[config.mk]
export PLATFORM = sky130hd
export DESIGN_NAME = apb_master_bridge
export DESIGN_NICKNAME = d
export VERILOG_FILES = /design/src/rtl/apb_master_bridge_pkg.sv /design/src/rtl/apb_master_bridge_timeout_cnt.sv /design/src/rtl/apb_master_bridge.sv
export SDC_FILE = /design/constraint.sdc
export NUM_CORES = 1
export LEC_CHECK = 0
export ABC_AREA = 1
export BUFFER_PORTS_ARGS = -buffer_cell sky130_fd_sc_hd__buf_2
export CORE_AREA = 5 5 149 151
export CTS_BUF_LIST = sky130_fd_sc_hd__clkbuf_4 sky130_fd_sc_hd__clkbuf_8 sky130_fd_sc_hd__clkbuf_16
export CTS_CLUSTER_DIAMETER = 120
export DETAILED_ROUTE_END_ITERATION = 10
export DIE_AREA = 0 0 154 156
export PLACE_DENSITY = 0.71
export SYNTH_ARGS = -nofsm -noshare
export SYNTH_HDL_FRONTEND = slang
export SYNTH_SLANG_ARGS = --single-unit
[constraint.sdc]
create_clock -name clk -period 1.8 [get_ports clk]
set_clock_uncertainty 0.1 [all_clocks]
set_input_delay 0.09 -clock clk [delete_from_list [all_inputs] [get_ports clk]]
set_output_delay 0.09 -clock clk [all_outputs]
set_load 0.005 [all_outputs]
[src/rtl/apb_master_bridge_pkg.sv]
// apb_master_pkg: shared FSM state type and register-file address map for the APB master bridge.
package apb_master_pkg;

    typedef enum logic [1:0] {
        IDLE   = 2'd0,
        SETUP  = 2'd1,
        ACCESS = 2'd2
    } state_e;

    localparam int unsigned REG_INTERNAL_STATUS = 0;
    localparam int unsigned REG_GO              = 1;
    localparam int unsigned REG_CENT_1          = 2;
    localparam int unsigned REG_CENT_2          = 3;
    localparam int unsigned REG_CENT_3          = 4;
    localparam int unsigned REG_CENT_4          = 5;
    localparam int unsigned REG_CENT_5          = 6;
    localparam int unsigned REG_CENT_6          = 7;
    localparam int unsigned REG_CENT_7          = 8;
    localparam int unsigned REG_CENT_8          = 9;
    localparam int unsigned REG_RAM_ADDR        = 10;
    localparam int unsigned REG_RAM_DATA        = 11;
    localparam int unsigned REG_FIRST_RAM_ADDR  = 12;
    localparam int unsigned REG_LAST_RAM_ADDR   = 13;

endpackage

[src/rtl/apb_master_bridge_timeout_cnt.sv]
// apb_timeout_cnt: ACCESS wait counter; expired flags the last cycle a slave may still answer.
module apb_timeout_cnt #(
    parameter int TIMEOUT = 16
) (
    input  logic clk,
    input  logic rst_n,
    input  logic clear,
    input  logic enable,
    output logic expired
);

    localparam int W = $clog2(TIMEOUT + 1);
    localparam logic [W-1:0] LAST = W'(TIMEOUT - 1);

    logic [W-1:0] cnt_q, cnt_d;

    always_comb begin
        cnt_d = clear ? '0 : enable ? cnt_q + W'(1) : cnt_q;
    end

    always_ff @(posedge clk or negedge rst_n) begin
        if (!rst_n) begin
            cnt_q <= '0;
        end else begin
            cnt_q <= cnt_d;
        end
    end

    assign expired = cnt_q == LAST;

endmodule

[src/rtl/apb_master_bridge.sv]
// apb_master_bridge: turns single host commands into APB setup/access transfers
// with a bounded wait and a one-cycle completion pulse.
module apb_master_bridge
    import apb_master_pkg::*;
#(
    parameter int addrWidth = 8,
    parameter int dataWidth = 91,
    parameter int TIMEOUT   = 16
) (
    input  logic                 clk,
    input  logic                 rst_n,
    input  logic                 cmd_valid,
    output logic                 cmd_ready,
    input  logic                 cmd_write,
    input  logic [addrWidth-1:0] cmd_addr,
    input  logic [dataWidth-1:0] cmd_wdata,
    output logic                 rsp_valid,
    output logic [dataWidth-1:0] rsp_rdata,
    output logic                 rsp_err,
    output logic [addrWidth-1:0] paddr,
    output logic                 pwrite,
    output logic                 psel,
    output logic                 penable,
    output logic [dataWidth-1:0] pwdata,
    input  logic [dataWidth-1:0] prdata,
    input  logic                 pready
);

    state_e               state_q, state_d;
    logic [addrWidth-1:0] paddr_q, paddr_d;
    logic [dataWidth-1:0] pwdata_q, pwdata_d;
    logic [dataWidth-1:0] rsp_rdata_q, rsp_rdata_d;
    logic                 pwrite_q, pwrite_d;
    logic                 psel_q, psel_d;
    logic                 penable_q, penable_d;
    logic                 rsp_valid_q, rsp_valid_d;
    logic                 rsp_err_q, rsp_err_d;
    logic                 expired;

    apb_timeout_cnt #(
        .TIMEOUT(TIMEOUT)
    ) u_timeout_cnt (
        .clk    (clk),
        .rst_n  (rst_n),
        .clear  (state_q == SETUP),
        .enable (state_q == ACCESS && !pready),
        .expired(expired)
    );

    always_comb begin
        state_d     = state_q;
        paddr_d     = paddr_q;
        pwrite_d    = pwrite_q;
        pwdata_d    = pwdata_q;
        rsp_valid_d = 1'b0;
        rsp_err_d   = rsp_err_q;
        rsp_rdata_d = rsp_rdata_q;
        case (state_q)
            IDLE: begin
                if (cmd_valid) begin
                    state_d  = SETUP;
                    paddr_d  = cmd_addr;
                    pwrite_d = cmd_write;
                    pwdata_d = cmd_wdata;
                end
            end
            SETUP: state_d = ACCESS;
            ACCESS: begin
                // pready is checked first so a late answer beats the timeout
                if (pready) begin
                    state_d     = IDLE;
                    rsp_valid_d = 1'b1;
                    rsp_err_d   = 1'b0;
                    rsp_rdata_d = pwrite_q ? '0 : prdata;
                end else if (expired) begin
                    state_d     = IDLE;
                    rsp_valid_d = 1'b1;
                    rsp_err_d   = 1'b1;
                    rsp_rdata_d = '0;
                end
            end
            default: state_d = IDLE;
        endcase
        psel_d    = state_d != IDLE;
        penable_d = state_d == ACCESS;
    end

    always_ff @(posedge clk or negedge rst_n) begin
        if (!rst_n) begin
            state_q     <= IDLE;
            paddr_q     <= '0;
            pwrite_q    <= 1'b0;
            pwdata_q    <= '0;
            psel_q      <= 1'b0;
            penable_q   <= 1'b0;
            rsp_valid_q <= 1'b0;
            rsp_err_q   <= 1'b0;
            rsp_rdata_q <= '0;
        end else begin
            state_q     <= state_d;
            paddr_q     <= paddr_d;
            pwrite_q    <= pwrite_d;
            pwdata_q    <= pwdata_d;
            psel_q      <= psel_d;
            penable_q   <= penable_d;
            rsp_valid_q <= rsp_valid_d;
            rsp_err_q   <= rsp_err_d;
            rsp_rdata_q <= rsp_rdata_d;
        end
    end

    assign cmd_ready = state_q == IDLE;
    assign paddr     = paddr_q;
    assign pwrite    = pwrite_q;
    assign pwdata    = pwdata_q;
    assign psel      = psel_q;
    assign penable   = penable_q;
    assign rsp_valid = rsp_valid_q;
    assign rsp_err   = rsp_err_q;
    assign rsp_rdata = rsp_rdata_q;

endmodule

==> results by group, run 1 <==
STA
  • Worst setup margin: -0.0781 ns
  • Unrepaired setup endpoints after global routing: true
  • Worst-Margin Slew: 0.526 ns
  • Fmax: about 530 MHz
  • Max Slew Vio Count: 0
  • Slew HR: 0.648
  • Final Cycle Share: 1.04
  • Final Hold Viols: 0
  • Setup TNS Final: -0.0781 ns
  • Minimum clock period: 1.88 ns
  • Setup-failing EPs final: 1

Route
  • WL final: 33000 um
  • WL/cell: ~19 um
  • DR DRC count: 0
  • Drt pass-1 iters: 5
  • Routed Antenna Nets: 0
  • Initial drt markers: 744
  • Via density: 4.90
  • Via Count: 8717

Critical path
  • Worst EP arrival: 2.17 ns
  • CP Max Fanout: 8
  • Worst reg-to-reg setup slack: -0.08 ns
  • Startpoint types: flop
  • Worst Setup End Kind: flop
  • Worst endpoint required time: 2.09 ns
  • Crit Path Class: reg2reg

Synth
  • Synthesized instance count: 876
  • Post-Syn Area per Cell: 9.02 um2
  • Post-Synth Simple-Gate Area: 0.250
  • #FFs+latches synth: 202
  • Post-Synth Adder-Cell Area: 0.00317
  • Post-synthesis compound-gate area fraction: 0.0583
  • Yosys warns: 0
  • Synth Area in XOR/XNOR: 0
  • Syn nets: 1073
  • Largest family of logic cells by synthesized area: simple AND/OR/NAND/NOR gates
  • Mux contribution to synthesized area: 0
  • Seq/Total Area, Yosys: 0.640
  • Post-synth cell types: 17
  • Netlist Area Pre-Place: 7900 um2

Status
  • Status: finished, violations left
  • Failing checks: setup timing

Die
  • # IOs: about 390
  • Core region area: ~21000 um2
  • Die area: 24000 um2
  • FP Rows: 53
  • Starting Density: 0.382
  • Die height: between 150 and 200 um
  • Chip width: 154 um

Clock tree
  • Root Driver: clkbuf_16
  • Clock transition at the registers of the reported paths: 0.07 ns
  • TritonCTS clock tree: yes
  • # clock sinks: 202
  • CTS H-tree depth: 1
  • CTS buffer count: 22
  • Clock latency at the later pin of the worst-skew pair: 0.49 ns
  • Max Root-Sink Buffers: 3

Power and ir drop
  • Switching Power: approximately 7700 uW
  • P_leak: 0.00737 uW
  • Logic pwr share: 0.382
  • Register share of total power: 0.376
  • Sw frac: 0.360
  • Maximum VDD drop: 0.827 mV
  • Int Power: 13600 uW
  • Clock power frac: 0.242
  • Final Total Pwr: 21300 uW
  • Pwr/cell area: 1560 nW/um2

Global route
  • Largest net degree at the start of global routing: 55
  • Initial antenna violation count: 0
  • Grt ovf: 0
  • Total Routing Usage GR: 0.241
  • Vias in the first global route: between 8000 and 9000
  • First-pass GRT wire length: 47300 um

Cells and area
  • Share of cells above drive strength 1: 0.352
  • Final instance area: 13600 um2
  • Area Growth Syn to Fin: 72.4%
  • Fillers: 1415
  • Layout Nets: 1684
  • Commonest non-fill, non-tap cell in the layout: nand2_1
  • Register area: 5050 um2
  • Commonest cells after routing, fill and taps aside: 485 x nand2_1, 389 x buf_2, 202 x dfrtp_1
  • Util after Layout: 0.658
  • Multi-input gate area: around 2700 um2

Placed design
  • Post-DP HPWL: 17700 um
  • Placement Cell Area: 10300 um2
  • # port buffers: 390
  • GP Congestion: 0.838

Flow run
  • Max cap viols: 0

Hold path
  • Worst hold path class: in2reg
-- metal layers --
metal  vias up  wire [um]  track usage
met5         -          0            0
met3       104       3240       0.0588
li1       3944          -            -
met4         0       1320       0.0778
met1      4061      12000        0.294
met2       608      16400        0.423
-- metrics by stage --
step | std cells | setup slack, ns | hold slack, ns
6_report | 1778 | -0.0781 | 0.0298
5_1_grt | 1777 | -0.177 | 0.0209
4_1_cts | 1757 | 0.0124 | 0.00631
3_5_place_dp | 1522 | -0.0692 | -0.00509
3_3_place_gp | 1522 | -0.0129 | -0.00874
2_1_floorplan | 876 | -0.0125 | -0.306
-- cell families after synthesis --
| logic type | after synthesis |
|---|---|
| simple gates | 518 |
| flops | 202 |
| compound gates | 92 |
| buf+inv | 62 |
| fa+ha+maj | 2 |
-- power by group through the flow --
stage	Sequential (uW)	Combinational (uW)	Clock, uW
detailed placement	7800	6660	0
CTS	7800	7070	5220
floorplan	7970	2910	0
finish	7990	8130	5160
global placement	7820	6460	0
global route	8200	8920	5430
-- cells in the mapped netlist (all sizes together) --
cell    number  share of area
ha           2         0.0032
or2          1        0.00079
inv         11         0.0052
o21ai       92          0.058
nor2         5         0.0043
nand2      502           0.24
nand3        9         0.0057
clkbuf      13         0.0062
dfrtp      202           0.64
nand4        1        0.00079
buf         38          0.037
-- what timing repair did --
| item | in CTS | in global routing |
|---|---|---|
| gates resized for setup | 5 | 95 |
| hold buffers | 193 | 0 |
| endpoints found under the setup margin | 50 | 82 |
| hold endpoints to repair | 399 | 0 |
| buffers inserted | 1 | 2 |
| gates cloned | 2 | 18 |
| pin swaps | 1 | 5 |
-- layout make-up --
class                   count  share of cell area
clock buffers              31              0.0490
inverters                  11             0.00303
flip-flops and latches    202               0.371
clock inverters             8              0.0123
well taps                 275              0.0253
multi-input cells         616               0.198
diodes                      1            0.000184
repair buffers            634               0.341
-- worst paths after layout --
kind | from | to | cells after the start
max | u_timeout_cnt.cnt_q[1] | rsp_rdata[71] | 9
min | cmd_valid | pwdata[33] | 5
max reg2reg | u_timeout_cnt.cnt_q[1] | rsp_rdata[71] | 9
min reg2reg | pwdata[46] | pwdata[46] | 2
max in group asynchronous | rst_n | rsp_rdata[86] | 3
min in group asynchronous | rst_n | pwdata[27] | 2
-- critical path, stage by stage (launching register included) --
cell and delay, ns:
dfrtp_1 0.36, ha_2 0.19, nand2_2 0.07, nor2_2 0.11
ha_2 0.17, inv_2 0.06, nand2_8 0.13, nand2_8 0.14
clkbuf_16 0.22, o21ai_1 0.23
-- state kept, by name, summed over array words and instances, names as in the netlist --
signal and count:
u_timeout_cnt.cnt_q 5, pwdata 91, pwrite 1, paddr 8
state_q 2, penable 1, psel 1, rsp_err 1
rsp_rdata 91, rsp_valid 1
Note: power is estimated with default switching activity, not from simulation.
==> run 2, diff against run 1 <==
--- a/config.mk
+++ b/config.mk
@@ -7,12 +7,13 @@
 export LEC_CHECK = 0
 export ABC_AREA = 1
 export BUFFER_PORTS_ARGS = -buffer_cell sky130_fd_sc_hd__buf_2
-export CORE_AREA = 5 5 149 151
+export CORE_MARGIN = 5
+export CORE_UTILIZATION = 43
 export CTS_BUF_LIST = sky130_fd_sc_hd__clkbuf_4 sky130_fd_sc_hd__clkbuf_8 sky130_fd_sc_hd__clkbuf_16
 export CTS_CLUSTER_DIAMETER = 120
 export DETAILED_ROUTE_END_ITERATION = 10
-export DIE_AREA = 0 0 154 156
-export PLACE_DENSITY = 0.71
+export PLACE_DENSITY = 0.77
 export SYNTH_ARGS = -nofsm -noshare
 export SYNTH_HDL_FRONTEND = slang
+export SYNTH_HIERARCHICAL = 1
 export SYNTH_SLANG_ARGS = --single-unit
==> run 2 against run 1 <==
- the run still ends with setup timing left
- total power down 0.68%
- flip-flop and latch count unchanged
- setup slack gained 0.040 ns
- first-iteration DRC count is 2.4% higher
- hold slack gained 0.038 ns
- critical path depth increased by 1
- clock-buffer cell count stayed put
- cell area increased by 3.4%
- synthesized cell count is 22% higher
- die area shrank 5.2%
- sequential share of layout area decreased by 1.2 points
- final cell count up 9.1%
==> results by group, run 2 <==
Status
  • Status: finished, violations left
  • Failing checks: setup timing

Placed design
  • Placement Cell Area: between 10000 and 15000 um2
  • GP Congestion: 0.822
  • Worst slack, placed: 0.0399 ns
  • Placed Cells incl. Taps: 1684
  • # port buffers: 390
  • Post-DP HPWL: between 15000 and 20000 um

Clock tree
  • Root Driver: clkbuf_16
  • CTS H-tree depth: 1
  • TritonCTS clock tree: yes
  • # clock sinks: about 200
  • Clock transition at the registers of the reported paths: 0.06 ns
  • Clock latency at the later pin of the worst-skew pair: 0.52 ns
  • CTS buffer count: 22
  • Max Root-Sink Buffers: 3

Synth
  • Async set-reset flop share out of synthesis: 1.00
  • Synth Flop Type: dfrtp_1
  • Synthesized instance count: 1070
  • Post-Syn Area per Cell: 7.98 um2
  • Netlist Area Pre-Place: 8540 um2
  • Number of synthesized flops with an enable pin: 0
  • #FFs+latches synth: 202
  • Synth top cells by count: 492 x nand2_1, 202 x dfrtp_1, 103 x nand3_1, 102 x inv_1, 97 x nor2_1
  • Yosys warns: 6
  • Synth top area share: 0.592
  • Syn nets: 1267
  • Top cells by area, synth: dfrtp_1 59%, nand2_1 22%, nand3_1 6.0%
  • Most common cell in the netlist: nand2_1
  • Seq/Total Area, Yosys: 0.592
  • Dominant cell type by area after synthesis: dfrtp_1
  • Post-synth cell types: 14

Critical path
  • CP Buf/Inv Count: 2
  • Crit-path cells: ha_2 -> nand2_1 -> nor2_1 -> ha_2 -> inv_2 -> nand2_4 -> nand2_8 -> clkbuf_16 -> nand2_1 -> nand2_1
  • Worst endpoint required time: a little over 2 ns
  • Most frequent cell on the critical path: nand2_1
  • CP Max Fanout: 8
  • Worst Setup End Kind: flop
  • Max incr delay on CP: 0.37 ns
  • Startpoint types: flop
  • Delay-heaviest family, CP: simple AND/OR/NAND/NOR gates
  • Crit Path Class: reg2reg
  • Worst EP arrival: 2.11 ns
  • Crit-path slowest cell: dfrtp_1

Cells and area
  • Layout Nets: between 1500 and 2000
  • Final Instance Count excl. Fillers: 1940
  • Share of cells above drive strength 1: 0.307
  • Area Growth Syn to Fin: 64.9%
  • Util after Layout: 0.721
  • Commonest cells after routing, fill and taps aside: 458 x nand2_1, 388 x buf_2, 201 x dfrtp_1
  • Commonest non-fill, non-tap cell in the layout: nand2_1
  • Final instance area: 14100 um2

Route
  • DR DRC count: 0
  • Via density: 5.13
  • Drt pass-1 iters: 8
  • Via Count: slightly below 10000
  • WL final: roughly 37000 um
  • Initial drt markers: 762
  • WL/cell: roughly 19 um
  • Routed Antenna Nets: 0

STA
  • Minimum clock period: 1.84 ns
  • Setup TNS Final: -0.0735 ns
  • Unrepaired setup endpoints after global routing: true
  • Slew HR: 0.658
  • Worst setup margin: -0.0384 ns
  • Max Slew Vio Count: 0
  • Final Cycle Share: 1.02
  • Fmax: 544 MHz
  • Worst-Margin Slew: 0.512 ns
  • Setup-failing EPs final: 2
  • Final Hold Viols: 0

Global route
  • Total Routing Usage GR: 0.288
  • First-pass GRT wire length: 52300 um
  • Initial antenna violation count: 1
  • Grt ovf: 0
  • Largest net degree at the start of global routing: 85
  • Vias in the first global route: 9855

Flow run
  • Max cap viols: 0

Power and ir drop
  • P_leak: 0.00827 uW
  • Register share of total power: 0.381
  • Clock power frac: 0.211
  • Switching Power: 8130 uW
  • Int Power: 13000 uW
  • Maximum VDD drop: 1.03 mV
  • Logic pwr share: 0.408
  • Pwr/cell area: 1500 nW/um2
  • Sw frac: 0.385

Hold path
  • Worst hold path class: in2async

Die
  • Chip width: about 150 um
  • Die height: 151 um
  • Core region area: slightly below 20000 um2
  • Die area: 22800 um2
  • FP Rows: 51
  • # IOs: 391
  • Starting Density: 0.437
-- run 2: worst reg2reg max path, stage by stage (launching register included) --
cell	delay (ns)
dfrtp_1	0.37
ha_2	0.18
nand2_1	0.05
nor2_1	0.10
ha_2	0.24
inv_2	0.06
nand2_4	0.11
nand2_8	0.10
clkbuf_16	0.21
nand2_1	0.10
nand2_1	0.07
-- run 2: cell type report --
type	count	area, um2
diodes	2	5.00
clock buffers	31	643
clock inverters	5	61.3
fillers	1242	5440
inverters	103	387
multi-input cells	704	3010
flip-flops and latches	202	5060
well taps	265	332
repair buffers	628	4590
-- run 2: timing repair --
action / CTS / global route
hold buffers: 198 / 0
gates resized for setup: 0 / 63
setup buffers: 0 / 8
pin swaps: 0 / 12
endpoints found under the hold margin: 402 / 0
cloned: 0 / 12
endpoints found under the setup margin: 2 / 96
-- run 2: metal layers --
layer  global-route usage  wire length (um)  vias up
met2                0.473             17300      797
met5                    0                 0        -
li1                     -                 -     4386
met3               0.0772              4230      196
met4                0.165              2520        0
met1                0.343             12500     4570
-- run 2: power by group through the flow --
stage                     clock network [uW]  registers, uW  logic (uW)
after global routing                    4690           8230        9330
after global placement                     0           7790        6760
final                                   4460           8060        8620
after detailed placement                   0           7790        6970
after floorplan                            0           7940        3120
after CTS                               4500           7790        7370
-- run 2: metrics by stage --
step,power [uW],hold WS [ns]
final,21100,0.0675
after global routing,22300,0.0954
after CTS,19700,0.0416
after detailed placement,14800,0.00828
after global placement,14600,0.00507
after floorplan,11100,-0.306
-- run 2: path summary, 6_finish.rpt --
kind	cells after the start	endpoint	slack [ns]	startpoint
hold / removal	2	rsp_rdata[13]	0.07	rst_n
max in group asynchronous	3	state_q[1]	0.88	rst_n
min in group clk	4	pwdata[89]	0.25	cmd_wdata[89]
setup reg to reg	10	rsp_rdata[45]	-0.04	u_timeout_cnt/cnt_q[1]
setup / recovery	10	rsp_rdata[45]	-0.04	u_timeout_cnt/cnt_q[1]
hold reg to reg	2	pwdata[14]	0.36	pwdata[14]
-- run 2: cells by family (layout without fill, tap and decap cells) --
kind of cell | Yosys count | after routing | synth area share
buffers and inverters | 165 | 767 | 0.0792
DFF | 202 | 202 | 0.592
AOI/OAI and AO/OA | 5 | 5 | 0.00293
other | 0 | 2 | 0
adders and majority gates | 2 | 2 | 0.00293
and+or+nand+nor | 696 | 697 | 0.323
